### src/rtl/beam_window_integrator.sv
// Beam window integrator: per-cycle ADC charge accumulation, sliding-window sum
// over the last L cycle charges, and a latched window-limit interlock.
module beam_window_integrator #(
  parameter int unsigned DATA_WIDTH = 14,
  parameter int unsigned CYC_WIDTH  = 23,
  parameter int unsigned WIN_MAX    = 64,
  parameter int unsigned SUM_WIDTH  = CYC_WIDTH + $clog2(WIN_MAX)
) (
  input  logic                       i_clk,
  input  logic                       i_rst,
  input  logic                       i_sample_valid,
  input  logic [DATA_WIDTH-1:0]      i_sample,
  input  logic                       i_cycle_end,
  input  logic [$clog2(WIN_MAX):0]   i_win_len,
  input  logic                       i_win_clr,
  input  logic [SUM_WIDTH-1:0]       i_limit,
  input  logic                       i_intlk_clr,
  output logic [CYC_WIDTH-1:0]       o_cycle_charge,
  output logic                       o_cycle_sat,
  output logic [SUM_WIDTH-1:0]       o_win_sum,
  output logic [$clog2(WIN_MAX):0]   o_win_cnt,
  output logic                       o_sum_valid,
  output logic                       o_overrun,
  output logic                       o_interlock
);

  localparam int unsigned PW = $clog2(WIN_MAX);
  localparam int unsigned LW = PW + 1;
  localparam int unsigned AW = CYC_WIDTH + 1;

  typedef enum logic [1:0] {
    S_IDLE,
    S_RD,
    S_UPD,
    S_CHK
  } state_e;

  state_e state_q, state_d;

  logic [CYC_WIDTH-1:0] acc_q, acc_d;
  logic [CYC_WIDTH-1:0] hold_q, hold_d;
  logic [SUM_WIDTH-1:0] sum_q, sum_d;
  logic [LW-1:0]        cnt_q, cnt_d;
  logic [PW-1:0]        wr_ptr_q, wr_ptr_d;
  logic [CYC_WIDTH-1:0] charge_q, charge_d;
  logic                 sat_q, sat_d;
  logic                 ovr_q, ovr_d;
  logic                 intlk_q, intlk_d;
  logic [LW-1:0]        len_q, len_d;
  logic                 len_load_q;

  logic [CYC_WIDTH-1:0] mem [WIN_MAX];
  logic [CYC_WIDTH-1:0] oldest_q;

  logic                 rd_en, upd_en, chk_en;
  logic [AW-1:0]        acc_add, acc_sum;
  logic                 acc_sat;
  logic [CYC_WIDTH-1:0] acc_next;
  logic [LW-1:0]        len_req;
  logic                 ptr_wrap;

  // Requested window depth, with 0 promoted to 1 and oversize clamped.
  always_comb begin
    len_req = i_win_len;
    if (i_win_len == '0) begin
      len_req = LW'(1);
    end else if (i_win_len > LW'(WIN_MAX)) begin
      len_req = LW'(WIN_MAX);
    end
  end

  always_comb begin
    acc_add  = i_sample_valid ? AW'(i_sample) : '0;
    acc_sum  = {1'b0, acc_q} + acc_add;
    acc_sat  = acc_sum[CYC_WIDTH];
    acc_next = acc_sat ? '1 : acc_sum[CYC_WIDTH-1:0];
  end

  assign ptr_wrap = (LW'(wr_ptr_q) + LW'(1)) == len_q;

  always_ff @(posedge i_clk or posedge i_rst) begin
    if (i_rst) begin
      state_q <= S_IDLE;
    end else begin
      state_q <= state_d;
    end
  end

  always_comb begin
    state_d = state_q;
    if (i_win_clr) begin
      state_d = S_IDLE;
    end else begin
      case (state_q)
        S_IDLE:  if (i_cycle_end) state_d = S_RD;
        S_RD:    state_d = S_UPD;
        S_UPD:   state_d = S_CHK;
        S_CHK:   state_d = S_IDLE;
        default: state_d = S_IDLE;
      endcase
    end
  end

  // A clear abandons any in-flight update, including the CHK pulse itself.
  always_comb begin
    rd_en  = 1'b0;
    upd_en = 1'b0;
    chk_en = 1'b0;
    if (!i_win_clr) begin
      case (state_q)
        S_RD:    rd_en  = 1'b1;
        S_UPD:   upd_en = 1'b1;
        S_CHK:   chk_en = 1'b1;
        default: ;
      endcase
    end
  end

  always_ff @(posedge i_clk) begin
    if (upd_en) begin
      mem[wr_ptr_q] <= hold_q;
    end
    if (rd_en) begin
      oldest_q <= mem[wr_ptr_q];
    end
  end

  always_comb begin
    acc_d    = acc_q;
    hold_d   = hold_q;
    sum_d    = sum_q;
    cnt_d    = cnt_q;
    wr_ptr_d = wr_ptr_q;
    charge_d = charge_q;
    sat_d    = sat_q;
    ovr_d    = ovr_q;
    intlk_d  = intlk_q;
    len_d    = len_q;

    if (len_load_q || i_win_clr) begin
      len_d = len_req;
    end

    if (i_win_clr) begin
      acc_d    = '0;
      hold_d   = '0;
      sum_d    = '0;
      cnt_d    = '0;
      wr_ptr_d = '0;
      charge_d = '0;
      sat_d    = 1'b0;
      ovr_d    = 1'b0;
    end else begin
      if (acc_sat) begin
        sat_d = 1'b1;
      end

      // The ending cycle includes a sample strobed in the same clock.
      if (i_cycle_end) begin
        acc_d = '0;
        if (state_q == S_IDLE) begin
          hold_d = acc_next;
        end else begin
          ovr_d = 1'b1;
        end
      end else begin
        acc_d = acc_next;
      end

      if (upd_en) begin
        if (cnt_q == len_q) begin
          sum_d = sum_q + SUM_WIDTH'(hold_q) - SUM_WIDTH'(oldest_q);
        end else begin
          sum_d = sum_q + SUM_WIDTH'(hold_q);
          cnt_d = cnt_q + LW'(1);
        end
        wr_ptr_d = ptr_wrap ? '0 : wr_ptr_q + PW'(1);
        charge_d = hold_q;
      end

      if (i_intlk_clr) begin
        intlk_d = 1'b0;
      end
      if (chk_en && (i_limit != '0) && (sum_q > i_limit)) begin
        intlk_d = 1'b1;
      end
    end
  end

  // len_load_q lets the first clock after reset release capture i_win_len.
  always_ff @(posedge i_clk or posedge i_rst) begin
    if (i_rst) begin
      acc_q      <= '0;
      hold_q     <= '0;
      sum_q      <= '0;
      cnt_q      <= '0;
      wr_ptr_q   <= '0;
      charge_q   <= '0;
      sat_q      <= 1'b0;
      ovr_q      <= 1'b0;
      intlk_q    <= 1'b0;
      len_q      <= LW'(1);
      len_load_q <= 1'b1;
    end else begin
      acc_q      <= acc_d;
      hold_q     <= hold_d;
      sum_q      <= sum_d;
      cnt_q      <= cnt_d;
      wr_ptr_q   <= wr_ptr_d;
      charge_q   <= charge_d;
      sat_q      <= sat_d;
      ovr_q      <= ovr_d;
      intlk_q    <= intlk_d;
      len_q      <= len_d;
      len_load_q <= 1'b0;
    end
  end

  assign o_cycle_charge = charge_q;
  assign o_cycle_sat    = sat_q;
  assign o_win_sum      = sum_q;
  assign o_win_cnt      = cnt_q;
  assign o_sum_valid    = chk_en;
  assign o_overrun      = ovr_q;
  assign o_interlock    = intlk_q;

endmodule

### config.mk
export PLATFORM = sky130hd
export DESIGN_NAME = beam_window_integrator
export DESIGN_NICKNAME = d
export VERILOG_FILES = /design/src/rtl/beam_window_integrator.sv
export SDC_FILE = /design/constraint.sdc
export NUM_CORES = 2
export LEC_CHECK = 0
export BUFFER_PORTS_ARGS = -buffer_cell sky130_fd_sc_hd__clkbuf_2
export CAP_MARGIN = 15
export CORE_UTILIZATION = 65
export DETAILED_ROUTE_END_ITERATION = 8
export HOLD_SLACK_MARGIN = 0.15
export PLACE_DENSITY = 0.83
export RECOVER_POWER = 25
export SYNTH_ARGS = -nofsm -noshare
export SYNTH_HDL_FRONTEND = slang
export SYNTH_SLANG_ARGS = --single-unit
export TNS_END_PERCENT = 20
### constraint.sdc
create_clock -name i_clk -period 10.3 [get_ports i_clk]
set_input_delay 0.515 -clock i_clk [delete_from_list [all_inputs] [get_ports i_clk]]
set_output_delay 0.515 -clock i_clk [all_outputs]
set_load 0.02 [all_outputs]
==> metrics.md <==
| Metric | Value |
|---|---|
| Outcome | `finished, violations left` |
| Failing checks | `max-capacitance violations, max-slew violations` |
| Highest cell delay on the worst timing path | `around 2.3 ns` |
| Setup TNS Final | `0 ns` |
| NumNets Final | `~4200` |
| Detailed Route WL | `~180000 um` |
| Fill cells | `5304` |
| Layout area overhead | `11.96%` |
| Switching Fraction | `0.2476` |
| R2R Path Start | `hold_q[1]$_DFFE_PP0P_` |
| Dpl cells | `around 5200` |
| Startpoint types | `flop` |
| Clk sinks | `1619` |
| Non-filler instance count after layout | `between 5000 and 6000` |
| Hold path cells | `3` |
| Critical path cell sequence | `clkbuf_1 -> ha_1 -> a211oi_1 -> o21bai_1 -> nand4_1 -> a21boi_0 -> a21oi_1 -> o21bai_1 -> a21oi_1 -> xnor2_1 -> ha_1 -> a21oi_1 -> nor2b_1 -> nor4_1 -> a31o_4 -> o21bai_2 -> a2111oi_4 -> mux2i_1 -> o21ba_1 -> mux2_4` |
| CP arrival | `~8 ns` |
| Share of layout cells above drive strength 1 | `0.1351` |
| Die ar. | `roughly 100000 um2` |
| Initial Util | `0.6593` |
| Crit path kind | `flop to flop` |
| Core ar. | `95580 um2` |
| Antenna viol nets, final | `0` |
| DP Area | `about 66000 um2` |
| Root Driver | `clkbuf_16` |
| Bufs on Longest Clock Path | `3` |
| Tot GR Track Use | `0.3649` |
| Yosys cell types | `just under 80` |
| Count of final setup violators | `0` |
| NetSw | `roughly 3600 uW` |
| Clk_lat worst skew | `a little under 0.8 ns` |
| Post-Syn Area | `~63000 um2` |
| Cts bufs inserted | `between 150 and 200` |
| Post-CTS Setup Bufs | `0` |
| Crit-path most repeated cell | `a21oi_1` |
| Rows | `~110` |
| Int Pwr | `10910 uW` |
| Number of global-route vias before repair | `between 30000 and 40000` |
| Starting DRT DRC Count | `between 6000 and 7000` |
| Number of enable flip-flop cells after synthesis | `1495` |
| Clock power share | `0.379` |
| Vias | `39900` |
| Lkg Pwr | `~0.024 uW` |
| Tmin final | `roughly 7.4 ns` |
| Reg power frac | `0.510` |
| Reg-to-reg critical path endpoint | `o_win_sum[27]$_DFFE_PP0P_` |
| Synth Area per Inst | `approximately 16 um2` |
| DIE HEIGHT | `313.4 um` |
| Grt total ovfl | `0` |
| Combinational Power Share | `0.111` |
| Hold Fails Final Rpt | `0` |
| Final HPWL DP | `97580 um` |
| CTS tree | `yes` |
| PD cells | `approximately 210 nW/um2` |
| HP Class | `input port to flop` |
| Pre-antenna DRT Iters | `6` |
| Crit path launch | `hold_q[1]$_DFFE_PP0P_` |
| CP Capture Type | `flop` |
| Max-slew headroom | `-1.782` |
| Crit path required time | `around 11 ns` |
| Largest net degree at the start of global routing | `between 100 and 150` |
| H-tree depth | `4` |
| Gp weighted congestion | `approximately 0.94` |
| # Max-Cap Violations | `17` |
| Count leader, synth | `edfxtp_1` |
| Top_reg_cell synth | `edfxtp_1` |
| Clock transition at path regs | `0.06 ns` |
| CP max FO | `67` |
| Final Instance Area | `70560 um2` |
| Global-route wire length before repair | `257700 um` |
| Worst path slowest cell | `clkbuf_1` |
| WL per Instance | `32.86 um` |
| Top Ports | `~120` |
| Worst vdd ir | `between 150 and 200 uV` |
| Leading area contributor after synthesis | `edfxtp_1` |
| Reg2Reg Depth | `20` |
| FFs w/ async S/R, synth | `0.07659` |
| Setup slack, reg-to-reg | `slightly below 3 ns` |
| Syn nets | `just over 4000` |
| Synth warn | `0` |
| Area contributors post-synth | `edfxtp_1, a22oi_1, dfrtp_1` |
| Cell count after synthesis | `between 3000 and 4000` |
| #FFs+latches synth | `between 1500 and 2000` |
| Initial antenna violation count | `12` |
| Post_cts resized | `0` |
| Vias/cell | `about 7.3` |
| Achievable frequency | `between 0.1 and 0.15 GHz` |
| PortBufs | `about 120` |
| Post-synthesis sequential area ratio | `0.7617` |
| Hold Path Sink | `o_cycle_charge[10]$_DFFE_PP0P_` |
| DR DRC count | `0` |
| Post-route clock period utilization | `0.7145` |
| Top cells by count, synth | `edfxtp_1, a22oi_1, clkbuf_1` |
| Die width | `around 310 um` |
| Top cell type's share of synthesized area | `0.7124` |
| Pins Over Slew Limit | `approximately 1100` |
| Clock skew | `0.03593 ns` |
| Hold Path Origin | `i_win_clr` |
| RSZ-0062 raised after global routing | `no` |
| Worst-Margin Slew | `about 4.2 ns` |
metal layers:
layer,vias up,part of all wire,track usage
met5,-,0.00063,0
met2,3507,0.46,0.5672
met4,20,0.061,0.1991
met1,19450,0.33,0.4753
li1,16260,-,-
met3,665,0.15,0.09638
placed cells by master (no fill, tap or decap), types with 9 or more instances in the layout:
cell type	instances
inv_1	73
and2_1	20
clkbuf_1	45
mux2i_1	41
nor2_1	126
a22oi_1	452
clkbuf_2	118
a211oi_1	12
nand4_1	63
nor3_1	17
a31oi_1	142
xnor2_1	46
nor4_1	32
clkbuf_16	155
o21ai_0	70
a21oi_1	120
dfrtp_1	99
buf_4	108
dlygate4sd3_1	11
bufinv_16	12
dfrtp_2	23
edfxtp_1	1495
o21bai_1	9
and3_1	13
ha_1	94
o21ai_1	19
nand3_1	39
nor2_2	62
a22o_1	144
or3_1	9
clkinv_1	28
o211ai_1	11
nand2b_1	22
a221oi_1	142
clkinv_2	22
nor2b_1	14
xor2_1	23
o21a_1	10
a21o_1	28
nand2_1	107
critical path: cells and delay by family, from the launching register on:
family	cells	cell delay, ns
AOI/OAI and AO/OA	11	2.31
xor gates and xnor gates	1	0.19
adders and majority gates	2	0.94
buffers and inverters	1	2.34
DFF	1	0.38
muxes	2	0.52
and+or+nand+nor	3	0.51
stage by stage:
step / util / hold slack, ns / setup slack [ns] / total power [uW]
after floorplan: - / 0.4722 / 5.059 / 8458
after global placement: 0.6874 / 0.4918 / 4.812 / 9004
after detailed placement: 0.6874 / 0.4930 / 4.784 / 9046
after CTS: 0.7385 / 0.2507 / 4.705 / 14420
after global routing: 0.7381 / 0.2919 / 2.761 / 14810
final: 0.7382 / 0.2823 / 2.941 / 14490
layout make-up:
type,instances,area [um2],share of cell area
clock inverters,76,723.2,0.01025
diodes,4,10.01,0.0001419
repair buffers,265,1752,0.02483
clock buffers,189,4056,0.05749
inverters,75,282.8,0.004008
flip-flops and latches,1619,48030,0.6807
multi-input cells,1980,14120,0.2001
well taps,1265,1583,0.02243
timing repair:
item,CTS,global route
endpoints found under the setup margin,0,0
hold endpoints to repair,55,0
hold buffers,11,0
cells by family (layout without fill, tap and decap cells):
logic type,Yosys count,in the layout,synth area share
simple gates,558,558,0.04319
other cells,1,5,0.00005951
flops,1619,1619,0.7617
buf+inv,299,605,0.01795
mux,46,46,0.007465
compound gates,1208,1208,0.1403
fa+ha+maj,98,98,0.01982
xor+xnor,69,69,0.009590
registers in the layout (all words and copies together) (netlist names):
| register | cells |
|---|---|
| o_win_cnt | 7 |
| o_cycle_sat | 1 |
| oldest_q | 23 |
| o_interlock | 1 |
| state_q | 2 |
| len_q | 7 |
| mem | 1472 |
| acc_q | 23 |
| hold_q | 23 |
| o_overrun | 1 |
| len_load_q | 1 |
| o_win_sum | 29 |
| wr_ptr_q | 6 |
| o_cycle_charge | 23 |
worst max-delay path by stage:
stage                                 to  cells after the start
3_3_place_gp   o_win_sum[27]$_DFFE_PP0P_                     21
5_1_grt        o_win_sum[27]$_DFFE_PP0P_                     20
3_5_place_dp   o_win_sum[27]$_DFFE_PP0P_                     21
4_1_cts        o_win_sum[27]$_DFFE_PP0P_                     21
6_report       o_win_sum[27]$_DFFE_PP0P_                     20
2_1_floorplan  o_win_sum[27]$_DFFE_PP0P_                     21
power by group through the flow:
stage	logic (uW)	clock network [uW]	registers (uW)
finish	1620	5490	7390
global route	1690	5740	7390
CTS	1560	5490	7370
detailed placement	1540	0	7510
global placement	1500	0	7500
floorplan	883	0	7570
Note: power is estimated with default switching activity, not from simulation.
